File: config.mk
export PLATFORM = sky130hd
export DESIGN_NAME = float_add_pipe
export DESIGN_NICKNAME = d
export VERILOG_FILES = /design/src/rtl/float_add_pipe.sv
export SDC_FILE = /design/constraint.sdc
export NUM_CORES = 1
export LEC_CHECK = 0
export ABC_AREA = 1
export BUFFER_PORTS_ARGS = -buffer_cell sky130_fd_sc_hd__buf_2
export CAP_MARGIN = 10
export CORE_ASPECT_RATIO = 0.8
export CORE_MARGIN = 4
export CORE_UTILIZATION = 55
export DETAILED_ROUTE_END_ITERATION = 7
export PLACE_DENSITY = 0.74
export SKIP_LAST_GASP = 1
export SLEW_MARGIN = 25
export SYNTH_ARGS = -nofsm -noshare
export SYNTH_HDL_FRONTEND = slang
export SYNTH_SLANG_ARGS = --single-unit
File: constraint.sdc
create_clock -name clk -period 5.6 [get_ports clk]
set_input_delay 0.28 -clock clk [delete_from_list [all_inputs] [get_ports clk]]
set_output_delay 0.28 -clock clk [all_outputs]
set_load 0.05 [all_outputs]
File: src/rtl/float_add_pipe.sv
// rtl/float_add_pipe.sv - three-stage pipelined floating-point adder/subtractor
//
// Purpose: adds (or subtracts) two IEEE-style floats with flush-to-zero input
// handling, truncation rounding and NaN/infinity special cases. A sideband
// tag travels with each transaction. Valid/ready handshake on both sides with
// per-stage load enables so bubbles collapse and stalls hold the output.
//
// Ports:
//   clk, rst               clock, synchronous active-high reset
//   in_valid / in_ready    operand handshake
//   lhs, rhs, op_sub       operands; op_sub=1 computes lhs-rhs
//   in_tag                 sideband tag carried to out_tag
//   out_valid / out_ready  result handshake
//   res, out_tag           result and its tag
//   flag_nan/inf/ovf       res is NaN / res is infinity / finite overflow
module float_add_pipe #(
  parameter int EXP_WIDTH = 8,
  parameter int MAN_WIDTH = 23,
  parameter int TAG_WIDTH = 4
) (
  input  logic                         clk,
  input  logic                         rst,
  input  logic                         in_valid,
  output logic                         in_ready,
  input  logic [EXP_WIDTH+MAN_WIDTH:0] lhs,
  input  logic [EXP_WIDTH+MAN_WIDTH:0] rhs,
  input  logic                         op_sub,
  input  logic [TAG_WIDTH-1:0]         in_tag,
  output logic                         out_valid,
  input  logic                         out_ready,
  output logic [EXP_WIDTH+MAN_WIDTH:0] res,
  output logic [TAG_WIDTH-1:0]         out_tag,
  output logic                         flag_nan,
  output logic                         flag_inf,
  output logic                         flag_ovf
);

  localparam int FLOAT_WIDTH = 1 + EXP_WIDTH + MAN_WIDTH;
  localparam int MW  = MAN_WIDTH + 3;            // sign + carry + hidden + mantissa
  localparam int XW  = EXP_WIDTH + 2;            // exponent with headroom and sign
  localparam int LZW = $clog2(MAN_WIDTH + 1);

  // Stage valids and load enables; S3 is the output register.
  logic v1_q, v2_q, v3_q;
  logic ld1, ld2, ld3;

  assign ld3      = !v3_q || out_ready;
  assign ld2      = !v2_q || ld3;
  assign ld1      = !v1_q || ld2;
  assign in_ready = ld1 && !rst;

  // ---------------- S1: swap, unpack, align ----------------
  logic                 l_sgn, r_sgn, b_sgn, s_sgn, swap;
  logic [EXP_WIDTH-1:0] l_exp, r_exp, b_exp, s_exp, e_diff;
  logic [MAN_WIDTH-1:0] l_man, r_man, b_man, s_man;
  logic                 l_nan, r_nan, l_inf, r_inf;
  logic [MW-1:0]        b_mag, s_mag, b_sm, s_sm, s_al;
  logic                 nan1_d, inf1_d;

  assign {l_sgn, l_exp, l_man} = lhs;
  assign r_sgn = rhs[FLOAT_WIDTH-1] ^ op_sub;    // subtraction = flipped rhs sign
  assign r_exp = rhs[FLOAT_WIDTH-2 -: EXP_WIDTH];
  assign r_man = rhs[MAN_WIDTH-1:0];

  always_comb begin
    // Strict compare keeps the original order on equal magnitude.
    swap = {r_exp, r_man} > {l_exp, l_man};
    {b_sgn, b_exp, b_man} = swap ? {r_sgn, r_exp, r_man} : {l_sgn, l_exp, l_man};
    {s_sgn, s_exp, s_man} = swap ? {l_sgn, l_exp, l_man} : {r_sgn, r_exp, r_man};

    l_nan = (&l_exp) && (|l_man);
    r_nan = (&r_exp) && (|r_man);
    l_inf = (&l_exp) && !(|l_man);
    r_inf = (&r_exp) && !(|r_man);
    nan1_d = l_nan || r_nan || (l_inf && r_inf && (l_sgn != r_sgn));
    // An infinite operand always wins the swap, so b_sgn is its sign.
    inf1_d = (l_inf || r_inf) && !nan1_d;

    // Zero exponent flushes the operand to zero.
    b_mag = (b_exp == '0) ? '0 : {3'b001, b_man};
    s_mag = (s_exp == '0) ? '0 : {3'b001, s_man};
    b_sm  = b_sgn ? -b_mag : b_mag;
    s_sm  = s_sgn ? -s_mag : s_mag;

    e_diff = b_exp - s_exp;
    if (int'(e_diff) >= MW) s_al = '0;
    else                    s_al = $unsigned($signed(s_sm) >>> e_diff);
  end

  logic [MW-1:0]        a1_q, b1_q;
  logic [EXP_WIDTH-1:0] e1_q;
  logic                 nan1_q, inf1_q, isgn1_q;
  logic [TAG_WIDTH-1:0] tag1_q;

  // ---------------- S2: signed mantissa add ----------------
  // Two aligned operands of magnitude < 2^(MAN_WIDTH+1) cannot overflow MW bits.
  logic [MW-1:0]        sum2_q;
  logic [EXP_WIDTH-1:0] e2_q;
  logic                 nan2_q, inf2_q, isgn2_q;
  logic [TAG_WIDTH-1:0] tag2_q;

  // ---------------- S3: normalise, pack, special select ----------------
  logic                   sgn3, carry, is_zero, is_ovf;
  logic [MW-2:0]          mag3;
  logic [LZW-1:0]         lz;
  logic [MAN_WIDTH:0]     shl;
  logic [MAN_WIDTH-1:0]   man_n;
  logic [XW-1:0]          exp_n;
  logic [FLOAT_WIDTH-1:0] res_d;
  logic                   nan_d, inf_d, ovf_d;

  always_comb begin
    sgn3  = sum2_q[MW-1];
    mag3  = sgn3 ? (~sum2_q[MW-2:0] + 1'b1) : sum2_q[MW-2:0];
    carry = mag3[MW-2];

    // Highest set bit wins because the loop runs upward.
    lz = '0;
    for (int i = 0; i <= MAN_WIDTH; i++) begin
      if (mag3[i]) lz = LZW'(MAN_WIDTH - i);
    end
    shl = mag3[MAN_WIDTH:0] << lz;

    if (carry) begin
      man_n = mag3[MAN_WIDTH:1];                 // dropped LSB = truncation
      exp_n = XW'(e2_q) + 1'b1;
    end else begin
      man_n = shl[MAN_WIDTH-1:0];
      exp_n = XW'(e2_q) - XW'(lz);
    end

    // After the shift the hidden bit is set unless the sum was exactly zero.
    is_zero = (!carry && !shl[MAN_WIDTH]) || exp_n[XW-1] || (exp_n == '0);
    is_ovf  = !is_zero && (exp_n[XW-2:0] >= {1'b0, {EXP_WIDTH{1'b1}}});

    res_d = '0;
    nan_d = 1'b0;
    inf_d = 1'b0;
    ovf_d = 1'b0;
    if (nan2_q) begin
      res_d = {1'b0, {EXP_WIDTH{1'b1}}, {MAN_WIDTH{1'b1}}};
      nan_d = 1'b1;
    end else if (inf2_q) begin
      res_d = {isgn2_q, {EXP_WIDTH{1'b1}}, {MAN_WIDTH{1'b0}}};
      inf_d = 1'b1;
    end else if (is_zero) begin
      res_d = '0;
    end else if (is_ovf) begin
      res_d = {sgn3, {EXP_WIDTH{1'b1}}, {MAN_WIDTH{1'b0}}};
      inf_d = 1'b1;
      ovf_d = 1'b1;
    end else begin
      res_d = {sgn3, exp_n[EXP_WIDTH-1:0], man_n};
    end
  end

  logic [FLOAT_WIDTH-1:0] res_q;
  logic [TAG_WIDTH-1:0]   tag_q;
  logic                   nan_q, inf_q, ovf_q;

  // Control and output registers; output fields clear on bubbles so the
  // flags are 0 whenever out_valid is 0.
  always_ff @(posedge clk) begin
    if (rst) begin
      v1_q  <= 1'b0;
      v2_q  <= 1'b0;
      v3_q  <= 1'b0;
      res_q <= '0;
      tag_q <= '0;
      nan_q <= 1'b0;
      inf_q <= 1'b0;
      ovf_q <= 1'b0;
    end else begin
      if (ld1) v1_q <= in_valid;
      if (ld2) v2_q <= v1_q;
      if (ld3) begin
        v3_q  <= v2_q;
        res_q <= v2_q ? res_d  : '0;
        tag_q <= v2_q ? tag2_q : '0;
        nan_q <= v2_q && nan_d;
        inf_q <= v2_q && inf_d;
        ovf_q <= v2_q && ovf_d;
      end
    end
  end

  // Internal datapath registers carry no reset; their valids qualify them.
  always_ff @(posedge clk) begin
    if (ld1) begin
      a1_q    <= b_sm;
      b1_q    <= s_al;
      e1_q    <= b_exp;
      nan1_q  <= nan1_d;
      inf1_q  <= inf1_d;
      isgn1_q <= b_sgn;
      tag1_q  <= in_tag;
    end
    if (ld2) begin
      sum2_q  <= a1_q + b1_q;
      e2_q    <= e1_q;
      nan2_q  <= nan1_q;
      inf2_q  <= inf1_q;
      isgn2_q <= isgn1_q;
      tag2_q  <= tag1_q;
    end
  end

  assign out_valid = v3_q;
  assign res       = res_q;
  assign out_tag   = tag_q;
  assign flag_nan  = nan_q;
  assign flag_inf  = inf_q;
  assign flag_ovf  = ovf_q;

endmodule

; After elaboration in Yosys (flattened, before gate mapping)
; Index checks and enable logic that the tools add are counted.
[totals]
input_bits = 73
word_cells = 120
regBits = 150
out_inout_bits = 41
[classes]
addsub = 7
n_mux = 46
reduce_logical = 38
n_eq_ne = 1
magnitude_cmp = 3
bitwise_logic = 2
n_shift = 2
[op_table]
columns = operator, count
row1 = 32-bit 2-to-1 mux, 6
row2 = 5-bit 2-to-1 mux, 24
row3 = 26-bit 2-to-1 mux, 2
row4 = 24-bit negator with 26-bit output, 2
row5 = 24-bit 2-to-1 mux, 2
row6 = 23-bit OR reduction, 2
row7 = 31-bit greater-than comparator, 1
row8 = 31-bit 2-to-1 mux, 1
row9 = 26-bit adder, 1
row10 = 26-bit by 8-bit >>> shifter with 26-bit output, 1
row11 = "25-bit by 1-bit adder with 25-bit output, second input constant", 1
row12 = 25-bit 2-to-1 mux, 1
row13 = 25-bit inverter, 1
row14 = 24-bit by 5-bit left shift with 24-bit output, 1
row15 = 23-bit 2-to-1 mux, 1
row16 = 8-bit logical NOT, 2
row17 = 8-bit AND reduction, 2
row18 = 1-bit logical AND, 13
row19 = 1-bit logical NOT, 10
row20 = 10-bit logical NOT, 1
row21 = 10-bit 2-to-1 mux, 1
row22 = "8-bit by 1-bit adder with 9-bit output, second input constant", 1
row23 = "9-bit by 8-bit >= comparator with 1-bit output, second input constant", 1
row24 = 8-bit by 5-bit subtractor with 9-bit output, 1
row25 = 7 further kinds, 20

; Logic depth before layout (Yosys ltp)
; Gate-level depths: netlist of the first run.
[depth]
ltp_word = 39
depth_mapped = 45

; Worst setup path before layout of the first run
; OpenSTA, ideal clock, no wires.
[synth_path]
path_type = register to register
startpoint = register sum2_q[0]
endpoint = register res_q[16] (netlist: res[16])
t_arrival_ps = 4863
required_time_ps = 5530
stages_incl_launch_ff = 36
setup_ps = 70
n_path_buf = 2
setup_slack_ps = 666
cell_sequence = edfxtp_1 > inv_2 > ha_1 > nand3_1 > nor2_1 > nand2_1 > nor3_2 > nand2_1 > nor3_2 > nor2_1 > xnor2_1 > inv_1 > nor2_1 > nand2_1 > nor2_1 > o21ai_1 > nand2_2 > buf_1 > ha_1 > a21oi_1 > o21ai_0 > a21oi_1 > nor2_1 > nor2_1 > nand4_1 > o41ai_1 > xor2_1 > nand4_1 > o31ai_1 > inv_1 > nand3_1 > nand2_2 > nor2_4 > buf_4 > nand2_1 > a21oi_1
[synth_between]
elab_chain_len = 39
[synth_rtl]
columns = item, line_no
row1 = start: declaration, 97  ; logic [MW-1:0] sum2_q;
row2 = start signal: assignment, 199  ; sum2_q <= a1_q + b1_q;
row3 = 25-bit inverter, 114  ; mag3 = sgn3 ? (~sum2_q[MW-2:0] + 1'b1) : sum2_q[MW-2:0];
row4 = 25-bit by 1-bit adder with 25-bit output, 114
row5 = 25-bit 2-to-1 mux (*), 114
row6 = branches (longest 32 deep; another with 5-bit 2-to-1 mux), n/a
row7 = 32-bit 2-to-1 mux (*), 146  ; end else if (is_zero) begin
row8 = 32-bit 2-to-1 mux (*), 143  ; end else if (inf2_q) begin
row9 = 32-bit 2-to-1 mux (*), 140  ; if (nan2_q) begin
row10 = 32-bit 2-to-1 mux (*), 178  ; res_q <= v2_q ? res_d : '0;
row11 = end signal: assignment, 178
row12 = end: declaration, 157  ; logic [FLOAT_WIDTH-1:0] res_q;
; Every way passes the cells marked *.
; A chain may end at the register's enable or synchronous reset.

; Final worst setup path of the first run
[layout_path]
startpoint = register sum2_q[4]
endpoint = register res_q[9] (netlist: res[9])
[layout_between]
elab_chain_len = 35
[layout_rtl]
columns = item, line_no
row1 = 25-bit inverter, 114
row2 = 25-bit by 1-bit adder with 25-bit output, 114
row3 = 25-bit 2-to-1 mux (*), 114
row4 = branches (longest 28 deep; another with 5-bit 2-to-1 mux), n/a
row5 = 32-bit 2-to-1 mux (*), 146
row6 = 32-bit 2-to-1 mux (*), 143
row7 = 32-bit 2-to-1 mux (*), 140
row8 = 32-bit 2-to-1 mux (*), 178
; Marks and branches as above.

==> results.json, run 1 <==
{
  "status": "complete, no violations",
  "setup_viol": 0,
  "cts_tree": "done",
  "synth_edf_count": 108,
  "syn_area_um2": 14100,
  "postRouteAntennaNets": 0,
  "cts.sinks": 150,
  "fin_setup_tns_ps": 0,
  "dr.first_iter.drc_count": 2032,
  "crit_family": "simple AND/OR/NAND/NOR gates",
  "grt_pass1_wl_um": 71200,
  "clockRootBuffer": "clkbuf_16",
  "rows": 52,
  "max_freq_mhz": 192,
  "yosys_warnings": 0,
  "syn_nets": 2261,
  "crit_path_max_incr_delay_ps": 460,
  "syn_area_per_cell_um2": 6.64,
  "io_buffers": 113,
  "slew_headroom_pct": 36.1,
  "syn_inst": 2119,
  "chipHeight_um": 151,
  "cp-start-kind": "flip-flop",
  "grt_max_degree": 75,
  "hold_path_class": "in2reg",
  "place_hpwl_um": 36500,
  "reg2reg_slack_ps": 400,
  "numCtsBuffers": 17,
  "drv_cap": 0,
  "crit_slowest_cell": "edfxtp_1",
  "seq_area_frac_synth_pct": 29.0,
  "tightest_slew_ps": 949,
  "whs_ps": 26.1,
  "p_per_area_nw_per_um2": 510,
  "endpoint_kind": "flip-flop",
  "antenna_cells": 0,
  "finalMaxSlewViolations": 0,
  "mostFrequentLayoutCells": "nand2_1 (620), nand3_1 (303), inv_1 (213)",
  "fin_crit_sh_pct": 92.8,
  "coreArea_um2": 25200,
  "stdcell_count": 2546,
  "grt_pass1_vias": 13000,
  "cp_max_fo": 22,
  "grt_util_all_layers_pct": 31.6,
  "clkTransAtPathRegs_ps": 60,
  "drc": 0,
  "ys.flop_type": "edfxtp_1",
  "ctsHoldBuffers": 0,
  "dr.pass1.iters": 8,
  "antenna_found_initial": 0,
  "worstHoldEndpoint": "tag1_q[3]$_DFFE_PN_",
  "synth_cell_types": 59,
  "vias": 14800,
  "synthToLayoutAreaGrowth_pct": 11.3,
  "rr_worst_depth": 30,
  "whs_path_depth": 1,
  "wire_per_inst_um": 18.0,
  "start_util_pct": 55.8,
  "die_w_um": 187,
  "hp-start": "in_tag[3]",
  "critPathKind": "reg2reg",
  "drive_gt1_share_pct": 14.4,
  "finalHoldViolCount": 0,
  "layout_setup_ws_ps": 404,
  "fin_nets": 2351,
  "clock_latency_ps": 430,
  "place_ws_ps": 25.7,
  "gp_congestion": 1.03,
  "totalWireLength_um": 45800,
  "clk_path_buf_depth": 2,
  "viasPerCell": 5.81,
  "finClkSkew_ps": 12.8,
  "period_needed_ps": 5200,
  "r2r_start": "sum2_q[4]$_DFFE_PP_",
  "critical_path_arrival_ps": 5540,
  "ctsHtreeMaxLevel": 4,
  "synth_async_sr_flop_share_pct": 0,
  "layout_commonest_cell": "nand2_1",
  "worstReg2RegEnd": "res[9]$_SDFFE_PP0P_",
  "cp.required_ps": 5950,
  "vdd_drop_max_mv": 0.496,
  "path_depth": 30,
  "pin_count": 114,
  "critPathBufInv": 4,
  "total_power_mw": 7.98,
  "leakagePower_nw": 7.75,
  "fp.dieArea_um2": 28200,
  "placed_cells": 2508,
  "gr-total-overflow": 0,
  "ys_ff_latch": 150
}
registers in the layout, indices dropped and copies added (netlist names), 4 cells and up:
register / count
e2_q: 8
out_tag: 4
tag1_q: 4
res: 32
tag2_q: 4
sum2_q: 26
a1_q: 26
e1_q: 8
b1_q: 26
per-stage QoR:
step | area [um^2] | util [%]
final | 15700 | 62.0
after global routing | 15700 | 62.0
after CTS | 15500 | 61.4
after detailed placement | 14900 | 59.0
after global placement | 14900 | 59.0
after floorplan | 14100 | -
synthesized netlist by cell type (all sizes together) (20+ instances only):
library cell | instances | area, um^2
a21oi | 113 | 588
buf | 51 | 317
clkbuf | 33 | 124
dfxtp | 42 | 841
edfxtp | 108 | 3240
ha | 67 | 838
inv | 238 | 893
nand2 | 650 | 2530
nand3 | 311 | 1590
nand4 | 36 | 231
nor2 | 143 | 614
o21ai | 144 | 781
xnor2 | 20 | 175
xor2 | 58 | 523
metal layers:
metal  up-vias  part of all wire, %  track usage [%]
met2       742                   39             43.1
met4         0                  1.3             5.36
met5         -                    0                0
li1       7234                    -                -
met1      6758                   48             50.5
met3        55                   12             7.70
power breakdown:
group | internal (mW) | switching [mW]
Sequential | 1.48 | 0.193
Combinational | 1.58 | 3.56
Clock | 0.667 | 0.503
Total | 3.73 | 4.26
worst max path at each step:
stage                         startpoint  slack [ps]              endpoint
detailed placement   sum2_q[0]$_DFFE_PP_          30   res[9]$_SDFFE_PP0P_
CTS                  sum2_q[0]$_DFFE_PP_           7   res[9]$_SDFFE_PP0P_
finish               sum2_q[4]$_DFFE_PP_         400   res[9]$_SDFFE_PP0P_
global route        sum2_q[16]$_DFFE_PP_         -20   res[9]$_SDFFE_PP0P_
floorplan            sum2_q[0]$_DFFE_PP_         670  res[16]$_SDFFE_PP0P_
global placement     sum2_q[0]$_DFFE_PP_         360  res[18]$_SDFFE_PP0P_
cell families (layout without fill, tap and decap cells):
family | after synthesis | count (layout) | synth area share (%)
flops | 150 | 150 | 29.0
xor+xnor | 78 | 78 | 4.96
buf+inv | 326 | 429 | 9.59
compound gates | 307 | 307 | 12.4
fa+ha+maj | 69 | 69 | 6.24
simple gates | 1189 | 1189 | 37.8
final cells by class:
class                   instances  area, um^2
well taps                     324         405
multi-input cells            1643        8770
flip-flops and latches        150        4080
fillers                      2449        9580
repair buffers                155         906
inverters                     242         910
clock buffers                  17         425
clock inverters                15         165
worst register-to-register path: cells and delay by family (launching register included):
kind / cells / cell delay, ps
AOI/OAI and AO/OA: 7 / 1000
xor gates and xnor gates: 2 / 490
adders and majority gates: 1 / 340
buffers and inverters: 4 / 460
DFF: 1 / 460
and+or+nand+nor: 16 / 2350
repair_timing:
item / CTS / global route
setup endpoints to repair: 0 / 34
gates resized for setup: 0 / 28
buffers inserted: 0 / 6
(Power assumes the default switching activity.)
==> inputs of run 2 (changes only) <==
REMOVE_ABC_BUFFERS = 1   (was unset)
==> run 2 against run 1 <==
Compared with the run above: final cell count increased by 0.71%; utilization increased by 0.74 points; critical path depth increased by 5; die area unchanged; sequential power about the same; non-clock buffer count increased by 19; final area increased by 1.2%; largest cell class unchanged.
==> results.json, run 2 (synthesis gave the netlist of run 1 again) <==
{
  "fin_area_um2": 15900,
  "max_freq_mhz": 188,
  "largest_reg_flops": 32,
  "mostFrequentLayoutCells": "nand2_1 (621), nand3_1 (302), inv_1 (214)",
  "hold_path_class": "in2reg",
  "place_hpwl_um": 36600,
  "place_area_um2": 15000,
  "io_buffers": 113,
  "numCtsBuffers": 17,
  "leakagePower_nw": 7.85,
  "final_core_utilization_pct": 62.8,
  "grt_max_degree": 75,
  "cts.sinks": 150,
  "fp.dieArea_um2": 28200,
  "stdcell_count": 2564,
  "viasPerCell": 5.83,
  "wire_per_inst_um": 18.0,
  "clkTransAtPathRegs_ps": 60,
  "clock_latency_ps": 430,
  "placed_cells": 2525,
  "tightest_slew_ps": 969,
  "ctsHtreeMaxLevel": 4,
  "crit_family": "simple AND/OR/NAND/NOR gates",
  "place_ws_ps": 36.2,
  "layout_commonest_cell": "nand2_1",
  "pin_count": 114,
  "postRouteAntennaNets": 0,
  "grt_pass1_vias": 13100,
  "totalWireLength_um": 46100,
  "fin_crit_sh_pct": 94.9,
  "gp_congestion": 1.02,
  "finClkSkew_ps": 10.9,
  "synthToLayoutAreaGrowth_pct": 12.6,
  "coreArea_um2": 25200,
  "die_w_um": 187,
  "ctsHoldBuffers": 0,
  "grt_util_all_layers_pct": 31.8,
  "vias": 14900,
  "drive_gt1_share_pct": 15.3,
  "crit_slowest_cell": "edfxtp_1",
  "layout_setup_ws_ps": 286,
  "vdd_drop_max_mv": 0.395,
  "grt_pass1_wl_um": 71400,
  "cp_max_fo": 22,
  "drc": 0,
  "dr.pass1.iters": 6,
  "finalHoldViolCount": 0,
  "critPathKind": "reg2reg",
  "finalMaxSlewViolations": 0,
  "gr-total-overflow": 0,
  "cp-start-kind": "flip-flop",
  "drv_cap": 0,
  "antenna_cells": 0,
  "critPathBufInv": 8,
  "clk_path_buf_depth": 2,
  "dr.first_iter.drc_count": 1840,
  "setup_viol": 0,
  "rows": 52,
  "antenna_found_initial": 1,
  "chipHeight_um": 151,
  "critical_path_arrival_ps": 5610,
  "status": "complete, no violations",
  "slew_headroom_pct": 34.7,
  "start_util_pct": 55.8,
  "period_needed_ps": 5310,
  "fin_nets": 2370,
  "fillers": 2381,
  "cpMostUsedCell": "nand2_1",
  "cts_tree": "done",
  "cp.required_ps": 5890,
  "clockRootBuffer": "clkbuf_16",
  "multi_input_area_um2": 8790,
  "p_per_area_nw_per_um2": 506,
  "endpoint_kind": "flip-flop",
  "register_area_um2": 4080,
  "crit_path_max_incr_delay_ps": 400
}
[run 2: changes by cell type in the layout (fill, tap and decap cells not counted), sizes merged]
cell    change
buf        +19
inv         -4
clkinv      +2
bufinv      +1
[run 2: timing repair]
| action | in CTS | in global routing |
|---|---|---|
| buffers inserted | 0 | 8 |
| endpoints found under the setup margin | 0 | 34 |
| resized for setup | 0 | 30 |
[run 2: path summary, 6_finish.rpt]
| kind | to | slack, ps | cells past startpoint | startpoint |
|---|---|---|---|---|
| max | res[16]$_SDFFE_PP0P_ | 290 | 35 | sum2_q[0]$_DFFE_PP_ |
| min | tag1_q[2]$_DFFE_PN_ | 30 | 1 | in_tag[2] |
| max reg2reg | res[16]$_SDFFE_PP0P_ | 290 | 35 | sum2_q[0]$_DFFE_PP_ |
| min reg2reg | isgn2_q$_DFFE_PP_ | 420 | 0 | isgn1_q$_DFFE_PN_ |
[run 2: power by group]
part	leakage (nW)	internal [mW]	switching, mW
combinational	6.02	1.61	3.57
sequential	1.54	1.48	0.185
clock	0.286	0.702	0.469
total	7.85	3.80	4.23
[run 2: metal layers]
| layer | track usage, % | share of wire (%) |
|---|---|---|
| met5 | 0 | 0.017 |
| met4 | 5.03 | 0.87 |
| met3 | 6.45 | 10 |
| met2 | 44.4 | 40 |
| met1 | 50.9 | 49 |
[run 2: cell type report]
cell class | count | share of cell area [%]
inverter | 242 | 5.74
clock buffer | 17 | 2.68
sequential | 150 | 25.8
timing repair buffer | 174 | 6.69
multi-input combinational | 1643 | 55.5
clock inverter | 14 | 1.10
tap | 324 | 2.56
[run 2: metrics by stage]
step	TNS (ps)	power (mW)	hold WS, ps
2_1_floorplan	-10670	5.05	349
3_3_place_gp	0	6.54	405
3_5_place_dp	0	6.53	407
4_1_cts	0	7.73	12.6
5_1_grt	-304	8.60	13.1
6_report	0	8.02	25.7
